===== config.mk =====
export PLATFORM = sky130hd
export DESIGN_NAME = mem_arb
export DESIGN_NICKNAME = d
export VERILOG_FILES = /design/src/rtl/mem_arb_pkg.sv /design/src/rtl/mem_tag_table.sv /design/src/rtl/mem_arb.sv
export SDC_FILE = /design/constraint.sdc
export NUM_CORES = 1
export LEC_CHECK = 0
export ABC_AREA = 1
export BUFFER_PORTS_ARGS = -buffer_cell sky130_fd_sc_hd__buf_2
export CAP_MARGIN = 0
export CORE_AREA = 2 2 210 212
export CTS_CLUSTER_SIZE = 10
export DETAILED_ROUTE_END_ITERATION = 6
export DIE_AREA = 0 0 212 214
export PLACE_DENSITY = 0.45
export SYNTH_ARGS = -nofsm -noshare
export SYNTH_HDL_FRONTEND = slang
export SYNTH_SLANG_ARGS = --single-unit

===== constraint.sdc =====
create_clock -name clk -period 2.2 [get_ports clk]
set_clock_uncertainty 0.15 [all_clocks]
set_input_delay 0.22 -clock clk [delete_from_list [all_inputs] [get_ports clk]]
set_output_delay 0.22 -clock clk [all_outputs]
set_load 0.05 [all_outputs]

===== src/rtl/mem_arb_pkg.sv =====
// Shared types for the memory arbiter: bus commands, FSM states and tag-owner entries.
package mem_arb_pkg;

  localparam logic [1:0] BUS_NONE  = 2'h0;
  localparam logic [1:0] BUS_LOAD  = 2'h1;
  localparam logic [1:0] BUS_STORE = 2'h2;

  typedef enum logic [1:0] {
    IDLE   = 2'd0,
    LOCK_I = 2'd1,
    LOCK_D = 2'd2
  } arb_state_t;

  typedef enum logic {
    OWN_I = 1'b0,
    OWN_D = 1'b1
  } owner_t;

  typedef struct packed {
    logic   valid;
    owner_t owner;
  } tag_entry_t;

endpackage


===== src/rtl/mem_tag_table.sv =====
// Owner table for outstanding memory tags: one allocate port, one lookup-and-free port.
// Tag 0 means "none" and has no storage.
module mem_tag_table
  import mem_arb_pkg::*;
#(
  parameter int TAG_W = 4
) (
  input  logic             clk,
  input  logic             rst,
  input  logic             alloc_en,
  input  logic [TAG_W-1:0] alloc_tag,
  input  owner_t           alloc_owner,
  input  logic [TAG_W-1:0] lookup_tag,
  output logic             lookup_valid,
  output owner_t           lookup_owner
);

  localparam int DEPTH = 2 ** TAG_W;

  tag_entry_t tab_q [1:DEPTH-1];
  tag_entry_t hit_entry;
  logic       free_en;

  always_comb begin
    hit_entry = '0;
    for (int i = 1; i < DEPTH; i++) begin
      if (lookup_tag == TAG_W'(i)) hit_entry = tab_q[i];
    end
  end

  assign lookup_valid = hit_entry.valid;
  assign lookup_owner = hit_entry.owner;
  assign free_en      = (lookup_tag != '0) && hit_entry.valid;

  // A same-cycle allocation of the tag being freed overrides the clear.
  always_ff @(posedge clk or posedge rst) begin
    if (rst) begin
      for (int i = 1; i < DEPTH; i++) tab_q[i] <= '0;
    end else begin
      for (int i = 1; i < DEPTH; i++) begin
        if (alloc_en && alloc_tag == TAG_W'(i)) begin
          tab_q[i] <= '{valid: 1'b1, owner: alloc_owner};
        end else if (free_en && lookup_tag == TAG_W'(i)) begin
          tab_q[i] <= '0;
        end
      end
    end
  end

endmodule


===== src/rtl/mem_arb.sv =====
// Icache/Dcache arbiter for the single memory port, with tag-based return steering.
// Define MEM_ARB_RR_EN for round-robin arbitration; default is Dcache-first with Icache anti-starvation.
module mem_arb
  import mem_arb_pkg::*;
#(
  parameter int STARVE_LIMIT = 8,
  parameter int TAG_W        = 4
) (
  input  logic             clk,
  input  logic             rst,
  input  logic [1:0]       Icache2mem_command_i,
  input  logic [63:0]      Icache2mem_addr_i,
  input  logic [1:0]       Dcache2mem_command_i,
  input  logic [63:0]      Dcache2mem_addr_i,
  input  logic [63:0]      Dcache2mem_data_i,
  input  logic [TAG_W-1:0] mem2proc_response,
  input  logic [63:0]      mem2proc_data,
  input  logic [TAG_W-1:0] mem2proc_tag,
  output logic [1:0]       proc2mem_command,
  output logic [63:0]      proc2mem_addr,
  output logic [63:0]      proc2mem_data,
  output logic [TAG_W-1:0] mem2Icache_response_o,
  output logic [63:0]      mem2Icache_data_o,
  output logic [TAG_W-1:0] mem2Icache_tag_o,
  output logic [TAG_W-1:0] mem2Dcache_response_o,
  output logic [63:0]      mem2Dcache_data_o,
  output logic [TAG_W-1:0] mem2Dcache_tag_o,
  output logic             mem_arb_err_o
);

  arb_state_t state_q, state_d;
  logic       i_req, d_req;
  logic       pick_i, pick_d;
  logic       grant_i, grant_d;
  logic       rsp_nz, accepted;
  logic       alloc_en;
  logic       lookup_valid;
  owner_t     lookup_owner;
  logic       ret_i, ret_d, ret_bad;
  logic       err_q;

  assign i_req    = (Icache2mem_command_i != BUS_NONE);
  assign d_req    = (Dcache2mem_command_i != BUS_NONE);
  assign rsp_nz   = (mem2proc_response != '0);
  assign accepted = rsp_nz && (grant_i || grant_d);

`ifdef MEM_ARB_RR_EN
  owner_t ptr_q;

  always_comb begin
    pick_i = i_req && (!d_req || ptr_q == OWN_I);
    pick_d = d_req && !pick_i;
  end

  // After an acceptance the other cache becomes the preferred one.
  always_ff @(posedge clk or posedge rst) begin
    if (rst) begin
      ptr_q <= OWN_D;
    end else if (accepted) begin
      ptr_q <= grant_d ? OWN_I : OWN_D;
    end
  end
`else
  localparam int CNT_W = $clog2(STARVE_LIMIT + 1);
  logic [CNT_W-1:0] starve_q;
  logic             starved;

  assign starved = (starve_q == CNT_W'(STARVE_LIMIT));

  always_comb begin
    pick_i = i_req && (!d_req || starved);
    pick_d = d_req && !pick_i;
  end

  // Counts Icache cycles spent waiting; saturates so a long Dcache burst cannot wrap it.
  always_ff @(posedge clk or posedge rst) begin
    if (rst) begin
      starve_q <= '0;
    end else if (grant_i && rsp_nz) begin
      starve_q <= '0;
    end else if (i_req && !starved) begin
      starve_q <= starve_q + CNT_W'(1);
    end
  end
`endif

  // A locked requester keeps the grant; once it drops its command the
  // normal selection applies in the same cycle.
  always_comb begin
    state_d = IDLE;
    grant_i = 1'b0;
    grant_d = 1'b0;
    case (state_q)
      LOCK_I: begin
        grant_i = i_req;
        grant_d = !i_req && pick_d;
      end
      LOCK_D: begin
        grant_d = d_req;
        grant_i = !d_req && pick_i;
      end
      default: begin
        grant_i = pick_i;
        grant_d = pick_d;
      end
    endcase
    if (!rsp_nz) begin
      if (grant_i)      state_d = LOCK_I;
      else if (grant_d) state_d = LOCK_D;
    end
  end

  always_ff @(posedge clk or posedge rst) begin
    if (rst) state_q <= IDLE;
    else     state_q <= state_d;
  end

  always_comb begin
    proc2mem_command = BUS_NONE;
    proc2mem_addr    = '0;
    proc2mem_data    = '0;
    if (grant_d) begin
      proc2mem_command = Dcache2mem_command_i;
      proc2mem_addr    = Dcache2mem_addr_i;
      proc2mem_data    = Dcache2mem_data_i;
    end else if (grant_i) begin
      proc2mem_command = Icache2mem_command_i;
      proc2mem_addr    = Icache2mem_addr_i;
    end
  end

  assign mem2Icache_response_o = grant_i ? mem2proc_response : '0;
  assign mem2Dcache_response_o = grant_d ? mem2proc_response : '0;

  // Only loads produce a data return, so only they claim a tag.
  assign alloc_en = accepted && (proc2mem_command == BUS_LOAD);

  mem_tag_table #(
    .TAG_W(TAG_W)
  ) u_tag_table (
    .clk         (clk),
    .rst         (rst),
    .alloc_en    (alloc_en),
    .alloc_tag   (mem2proc_response),
    .alloc_owner (grant_d ? OWN_D : OWN_I),
    .lookup_tag  (mem2proc_tag),
    .lookup_valid(lookup_valid),
    .lookup_owner(lookup_owner)
  );

  assign ret_i   = (mem2proc_tag != '0) && lookup_valid && (lookup_owner == OWN_I);
  assign ret_d   = (mem2proc_tag != '0) && lookup_valid && (lookup_owner == OWN_D);
  assign ret_bad = (mem2proc_tag != '0) && !lookup_valid;

  assign mem2Icache_tag_o  = ret_i ? mem2proc_tag  : '0;
  assign mem2Icache_data_o = ret_i ? mem2proc_data : '0;
  assign mem2Dcache_tag_o  = ret_d ? mem2proc_tag  : '0;
  assign mem2Dcache_data_o = ret_d ? mem2proc_data : '0;

  always_ff @(posedge clk or posedge rst) begin
    if (rst)          err_q <= 1'b0;
    else if (ret_bad) err_q <= 1'b1;
  end

  assign mem_arb_err_o = err_q;

endmodule


==> results of run 1 <==
==> worst max-delay path by stage <==
stage	from	to	slack, ns
floorplan	mem2proc_tag[1]	mem2Icache_data_o[10]	-0.13
global placement	mem2proc_tag[1]	mem2Icache_data_o[31]	-0.35
detailed placement	mem2proc_tag[1]	mem2Icache_data_o[31]	-0.36
CTS	u_tag_table.tab_q[24]$_DFFE_PP0P_	mem2Dcache_data_o[27]	-0.41
global route	u_tag_table.tab_q[28]$_DFFE_PP0P_	mem2Dcache_data_o[57]	-0.54
finish	u_tag_table.tab_q[26]$_DFFE_PP0P_	mem2Dcache_data_o[57]	-0.41
==> placed cells by master (no fill, tap or decap), types with 2 or more instances in the layout <==
cell | Yosys | final
a21oi_1 | 4 | 3
buf_12 | 0 | 106
buf_16 | 0 | 11
buf_2 | 9 | 291
buf_4 | 0 | 75
buf_6 | 6 | 144
buf_8 | 0 | 63
clkbuf_16 | 0 | 14
clkbuf_4 | 0 | 2
clkinv_4 | 0 | 2
dfrtp_1 | 37 | 37
ha_1 | 4 | 2
ha_4 | 0 | 2
inv_1 | 173 | 167
inv_2 | 10 | 14
nand2_1 | 217 | 95
nand2_2 | 3 | 68
nand2_4 | 3 | 57
nand2_8 | 0 | 3
nand3_1 | 92 | 14
nand3_2 | 0 | 43
nand3_4 | 0 | 35
nand4_1 | 7 | 7
nor2_1 | 192 | 53
nor2_2 | 49 | 73
nor2_4 | 4 | 119
nor3_1 | 3 | 3
o21ai_0 | 20 | 8
o21ai_1 | 7 | 13
o21ai_2 | 0 | 5
==> critical path, cell delays in order (launching register included) <==
cell and delay, ns:
dfrtp_1 0.40, nand3_2 0.09, nand3_2 0.07, nor2_2 0.11
nand4_1 0.08, nand2_1 0.09, nand4_1 0.08, nor2_1 0.10
nand4_1 0.22, nand2_8 0.23, buf_6 0.14, buf_6 0.13
nor2_2 0.04, buf_6 0.15
==> cell families after synthesis <==
group / Yosys count
buffers and inverters: 227
AO/OA/AOI/OAI: 33
XOR/XNOR: 1
adder cells (fa/ha/maj): 4
flip-flops: 37
AND/OR/NAND/NOR: 574
==> timing repair <==
item	4_1_cts	5_1_grt
endpoints found under the setup margin	304	304
hold endpoints to repair	37	0
cloned	22	10
hold buffers	1	0
buffers inserted	40	27
gates resized for setup	431	543
pin swaps	50	124
==> layer usage <==
layer	vias up	share of wire, %	track usage, %
li1	3904	-	-
met1	3830	30	12.7
met2	460	58	32.1
met3	101	5.7	1.82
met4	4	6.9	9.08
met5	-	0.070	0
==> flip-flops by register name (all words and copies together), names as in the netlist <==
signal and cells:
u_tag_table.tab_q 30, mem_arb_err_o 1, starve_q 4, state_q 2
==> cell type report <==
cell class                 count  area, um^2  share of cell area (%)
clock inverter                 2        13.8                  0.0932
timing repair buffer         702        7260                    49.2
inverter                     183         704                    4.77
multi-input combinational    612        4990                    33.8
sequential                    37         926                    6.27
tap                          585         732                    4.96
clock buffer                   6         139                   0.940
==> power by group through the flow <==
stage	registers (mW)	logic (mW)	clock network, mW
3_3_place_gp	1.10	6.70	0
6_report	1.11	9.55	0.730
3_5_place_dp	1.09	6.73	0
4_1_cts	1.09	8.45	0.746
2_1_floorplan	1.05	4.32	0
5_1_grt	1.13	9.93	0.776
==> through the flow <==
stage | hold WS, ns | utilization, % | setup TNS [ns]
finish | 0.222 | 34.4 | -85.49
global placement | 0.206 | 23.7 | -51.03
detailed placement | 0.212 | 23.7 | -59.69
floorplan | 0.250 | - | -14.81
CTS | 0.200 | 30.1 | -95.24
global route | 0.255 | 34.4 | -118.58
==> metrics.cfg, run 1 <==
[cells_and_area]
antenna-diode-count=0
area_growth_pct=224
final_area_um2=14800
fin_cells=2127
final_nets=1815
layout-drive-gt1-share_pct=73.6
fill_cells=4260

[floorplanning]
dieHeight_um=214
io_pins=545
die_w_um=212
core_um2=42900
fp.dieArea_um2=45400
rows=76
start_util_pct=10.6

[routing]
via_per_inst=3.90
ant_nets=0
first_iter_violations=253
drc=0
wl_um=38500
firstDrtPassIters=5
vias=8299
wl_per_cell_um=18.1

[sta]
fin_ws_ns=-0.409
hold_violations=0
slew_violations=0
max_freq_mhz=383
rsz0062_at_grt=true
setup_viol=303
timing.slew.headroom_pct=60.0
period_minus_slack_ns=2.61
tightest_slew_ns=0.598
fin_crit_sh_pct=119

[synth]
synthArstFlopShare_pct=100
ys_ff_latch=37
synth.most_common_cell=nand2_1
synthTopCellsByArea=dfrtp_1 20%, nand2_1 18%, nor2_1 16%
yosysSeqAreaShare_pct=20.3
synth_top_family_by_area=simple AND/OR/NAND/NOR gates
synth_nets=1150
ys_top_cells_by_count=217 x nand2_1, 192 x nor2_1, 173 x inv_1
synth-compound-area-share_pct=3.85
syn-instance-count=876
yosys.area_share.adder_pct=1.10
syn_area_um2=4550
synth-edff-count=0
avgSynthCellArea_um2=5.20
synthFlopType=dfrtp_1
synth_xor_area_share_pct=0.192
muxShareOfSynthArea_pct=0
synth_top_cell_by_area=dfrtp_1
yosys.area_share.simple_pct=54.6
synth_top_area_share_pct=20.3
ys_types=27
yosys_warnings=0

[power_and_ir_drop]
total_power_mw=11.4
leakage_nw=7.26
p_per_area_nw_per_um2=771
p_clk_share_pct=6.4
irDropWorstVdd_v=0.000355
pwr-share-comb_pct=83.9
swShare_pct=53.3
switchingPower_mw=6.07
internal_power_mw=5.31
seq_power_share_pct=9.7

[worst_hold_path]
worstHoldPathCells=5
hold_end=u_tag_table.tab_q[15]$_DFFE_PP0P_
hp-class=in -> reg
hold_path.startpoint=mem2proc_tag[2]

[flow_run]
maxCapViolCount=0

[critical_path]
crit_path_max_fanout=7
r2r_start=state_q[1]$_DFF_PP0_
critPathLaunchType=register
r2r-end=u_tag_table.tab_q[12]$_DFFE_PP0P_
worstSetupPathType=reg -> out
reg2reg_setup_slack_ns=-0.28
critPathArrivalTime_ns=2.24
r2r_cells=12
crit_required_ns=1.83
end_kind=output port

[cts]
cts_buffer_depth=2
ctsRootBufferMaster=clkbuf_16
htree_num_levels=2
path_clk_slew_ns=0.06
cts.sink_count=37
clk_latency_ns=0.28
cts_made_buffers=5
cts_tree=done

[placed_design]
hpwlAfterDp_um=29500
io_buffer_count=544
placed_area_um2=10200
place_ws_ns=-0.365
gp_congestion=0.881
dp_cells=2042

[global_route]
grt_max_degree=40
antenna_found_initial=14
grt_use_total_pct=15.1
grt-ovfl-total=0
grt_pass1_wl_um=50100
grt_pass1_vias=8084

[outcome]
violations=negative setup slack
status=complete, but fails checks

Power figures use the tool's default switching activity.
==> inputs of run 2 (changes only) <==
--- a/config.mk
+++ b/config.mk
@@ -12,6 +12,7 @@
 export CTS_CLUSTER_SIZE = 10
 export DETAILED_ROUTE_END_ITERATION = 6
 export DIE_AREA = 0 0 212 214
+export MAX_ROUTING_LAYER = met4
 export PLACE_DENSITY = 0.45
 export SYNTH_ARGS = -nofsm -noshare
 export SYNTH_HDL_FRONTEND = slang
==> metrics.cfg, run 2 (same netlist as run 1, synthesis figures left out) <==
[floorplanning]
start_util_pct=10.6
die_w_um=212
io_pins=545
rows=76
fp.dieArea_um2=45400
dieHeight_um=214
core_um2=42900

[sta]
whs_ns=0.217
fin_setup_tns_ns=-82.72
slew_violations=0
tightest_slew_ns=0.596
setup_viol=294
fin_crit_sh_pct=119
fin_ws_ns=-0.427
timing.slew.headroom_pct=60.1
hold_violations=0
max_freq_mhz=381
rsz0062_at_grt=true
period_minus_slack_ns=2.63

[flow_run]
maxCapViolCount=0

[power_and_ir_drop]
switchingPower_mw=6.25
seq_power_share_pct=9.4
pwr-share-comb_pct=84.5
swShare_pct=52.9
leakage_nw=7.35
internal_power_mw=5.56
p_per_area_nw_per_um2=777
irDropWorstVdd_v=0.000388
p_clk_share_pct=6.1

[placed_design]
place_ws_ns=-0.375
placed_area_um2=10100
gp_congestion=0.884
hpwlAfterDp_um=29500
io_buffer_count=544

[cells_and_area]
reg_top3=u_tag_table.tab_q: 30 flops, starve_q: 4 flops, state_q: 2 flops
largest_reg_flops=30
area_growth_pct=234
layout_commonest_cell=buf_2
largest-register=u_tag_table.tab_q
final_nets=1825
final_area_um2=15200
layout_common_cells=270 x buf_2, 188 x buf_6, 167 x inv_1, 135 x nor2_4, 102 x buf_12
fill_cells=4221
layout-drive-gt1-share_pct=73.6

[cts]
clk_latency_ns=0.29
cts_made_buffers=5
cts_tree=done
htree_num_levels=2
cts_buffer_depth=2
cts.sink_count=37
path_clk_slew_ns=0.06
ctsRootBufferMaster=clkbuf_16

[global_route]
grt_use_total_pct=16.7
grt_pass1_vias=8665
grt_max_degree=38
grt_pass1_wl_um=54200
grt-ovfl-total=0
antenna_found_initial=13

[critical_path]
critPathLaunchType=register
worstSetupPathType=reg -> out
cp_common_cell=nor2_1
end_kind=output port
crit_required_ns=1.83
crit_path_max_fanout=7
critPathArrivalTime_ns=2.26
critPathSlowestCell=dfrtp_1
max_stage_delay_ns=0.40
worstPathCellList=nand3_2 -> nand2_1 -> nor2_1 -> nand4_1 -> nor2_1 -> nand4_1 -> nand2_1 -> nand3_2 -> nand2_2 -> nand2_4 -> nand2_8 -> buf_12 -> nor2_1 -> buf_4 -> buf_12

[routing]
wl_um=39800
vias=8376
wl_per_cell_um=18.6
firstDrtPassIters=4
first_iter_violations=355
via_per_inst=3.92
drc=0
ant_nets=0

[outcome]
violations=negative setup slack
status=complete, but fails checks

[worst_hold_path]
hp-class=in -> reg

[run 2: cell types whose count changed in the layout (fill, tap and decap cells not counted), sizes merged]
cell	delta
buf	+17
clkinvlp	+3
diode	+2
inv	+2
clkinv	-4
clkbuf	-8
[run 2: what timing repair did]
action,in CTS,in global routing
resized for setup,698,310
endpoints found under the hold margin,37,0
buffers inserted,58,25
endpoints found under the setup margin,304,306
hold buffers,1,0
pin swaps,97,121
gates cloned,28,4
[run 2: layout make-up]
| cell class | count | area [um^2] | share of cell area (%) |
|---|---|---|---|
| multi-input cells | 612 | 5130 | 33.8 |
| well taps | 585 | 732 | 4.82 |
| repair buffers | 712 | 7540 | 49.7 |
| flip-flops and latches | 37 | 926 | 6.10 |
| clock buffers | 5 | 125 | 0.824 |
| diodes | 2 | 5.00 | 0.0330 |
| inverters | 183 | 702 | 4.62 |
| clock inverters | 3 | 22.5 | 0.148 |
[run 2: metal layers]
layer / global-route usage (%) / wire [um] / vias to the layer above
met4: 8.62 / 2390 / 0
met5: - / 0 / -
met2: 34.6 / 23300 / 438
met1: 14.1 / 12100 / 3907
met3: 1.76 / 2070 / 100
li1: - / - / 3931
[run 2: critical path: cells and delay by family (launching register included)]
family | cells | cell delay (ns)
DFF | 1 | 0.40
buffers and inverters | 3 | 0.43
and+or+nand+nor | 12 | 1.14
[run 2: power groups by stage]
stage          clock (mW)  combinational (mW)  sequential (mW)
6_report            0.726                9.97             1.11
5_1_grt             0.771                10.4             1.14
4_1_cts             0.748                9.30             1.09
3_5_place_dp            0                6.71             1.10
3_3_place_gp            0                6.68             1.09
2_1_floorplan           0                4.32             1.05
[run 2: final timing paths]
check	from	to	slack [ns]	cells past startpoint
setup reg to reg	starve_q[1]$_DFFE_PP0P_	u_tag_table.tab_q[24]$_DFFE_PP0P_	-0.16	14
min in group asynchronous	rst	starve_q[0]$_DFFE_PP0P_	0.45	4
hold reg to reg	mem_arb_err_o$_DFFE_PP0P_	mem_arb_err_o$_DFFE_PP0P_	0.31	2
max in group asynchronous	rst	mem_arb_err_o$_DFFE_PP0P_	1.08	4
setup / recovery	u_tag_table.tab_q[29]$_DFFE_PP0P_	mem2Dcache_data_o[27]	-0.43	15
hold / removal	mem2proc_tag[0]	u_tag_table.tab_q[15]$_DFFE_PP0P_	0.22	5
[run 2: per-stage QoR]
stage                     power (mW)  utilization, %  instances
after floorplan                 5.37               -        876
after global placement          7.78            23.6       2038
after detailed placement        7.81            23.6       2038
after CTS                       11.1            32.8       2132
after global routing            12.3            35.4       2139
final                           11.8            35.4       2139
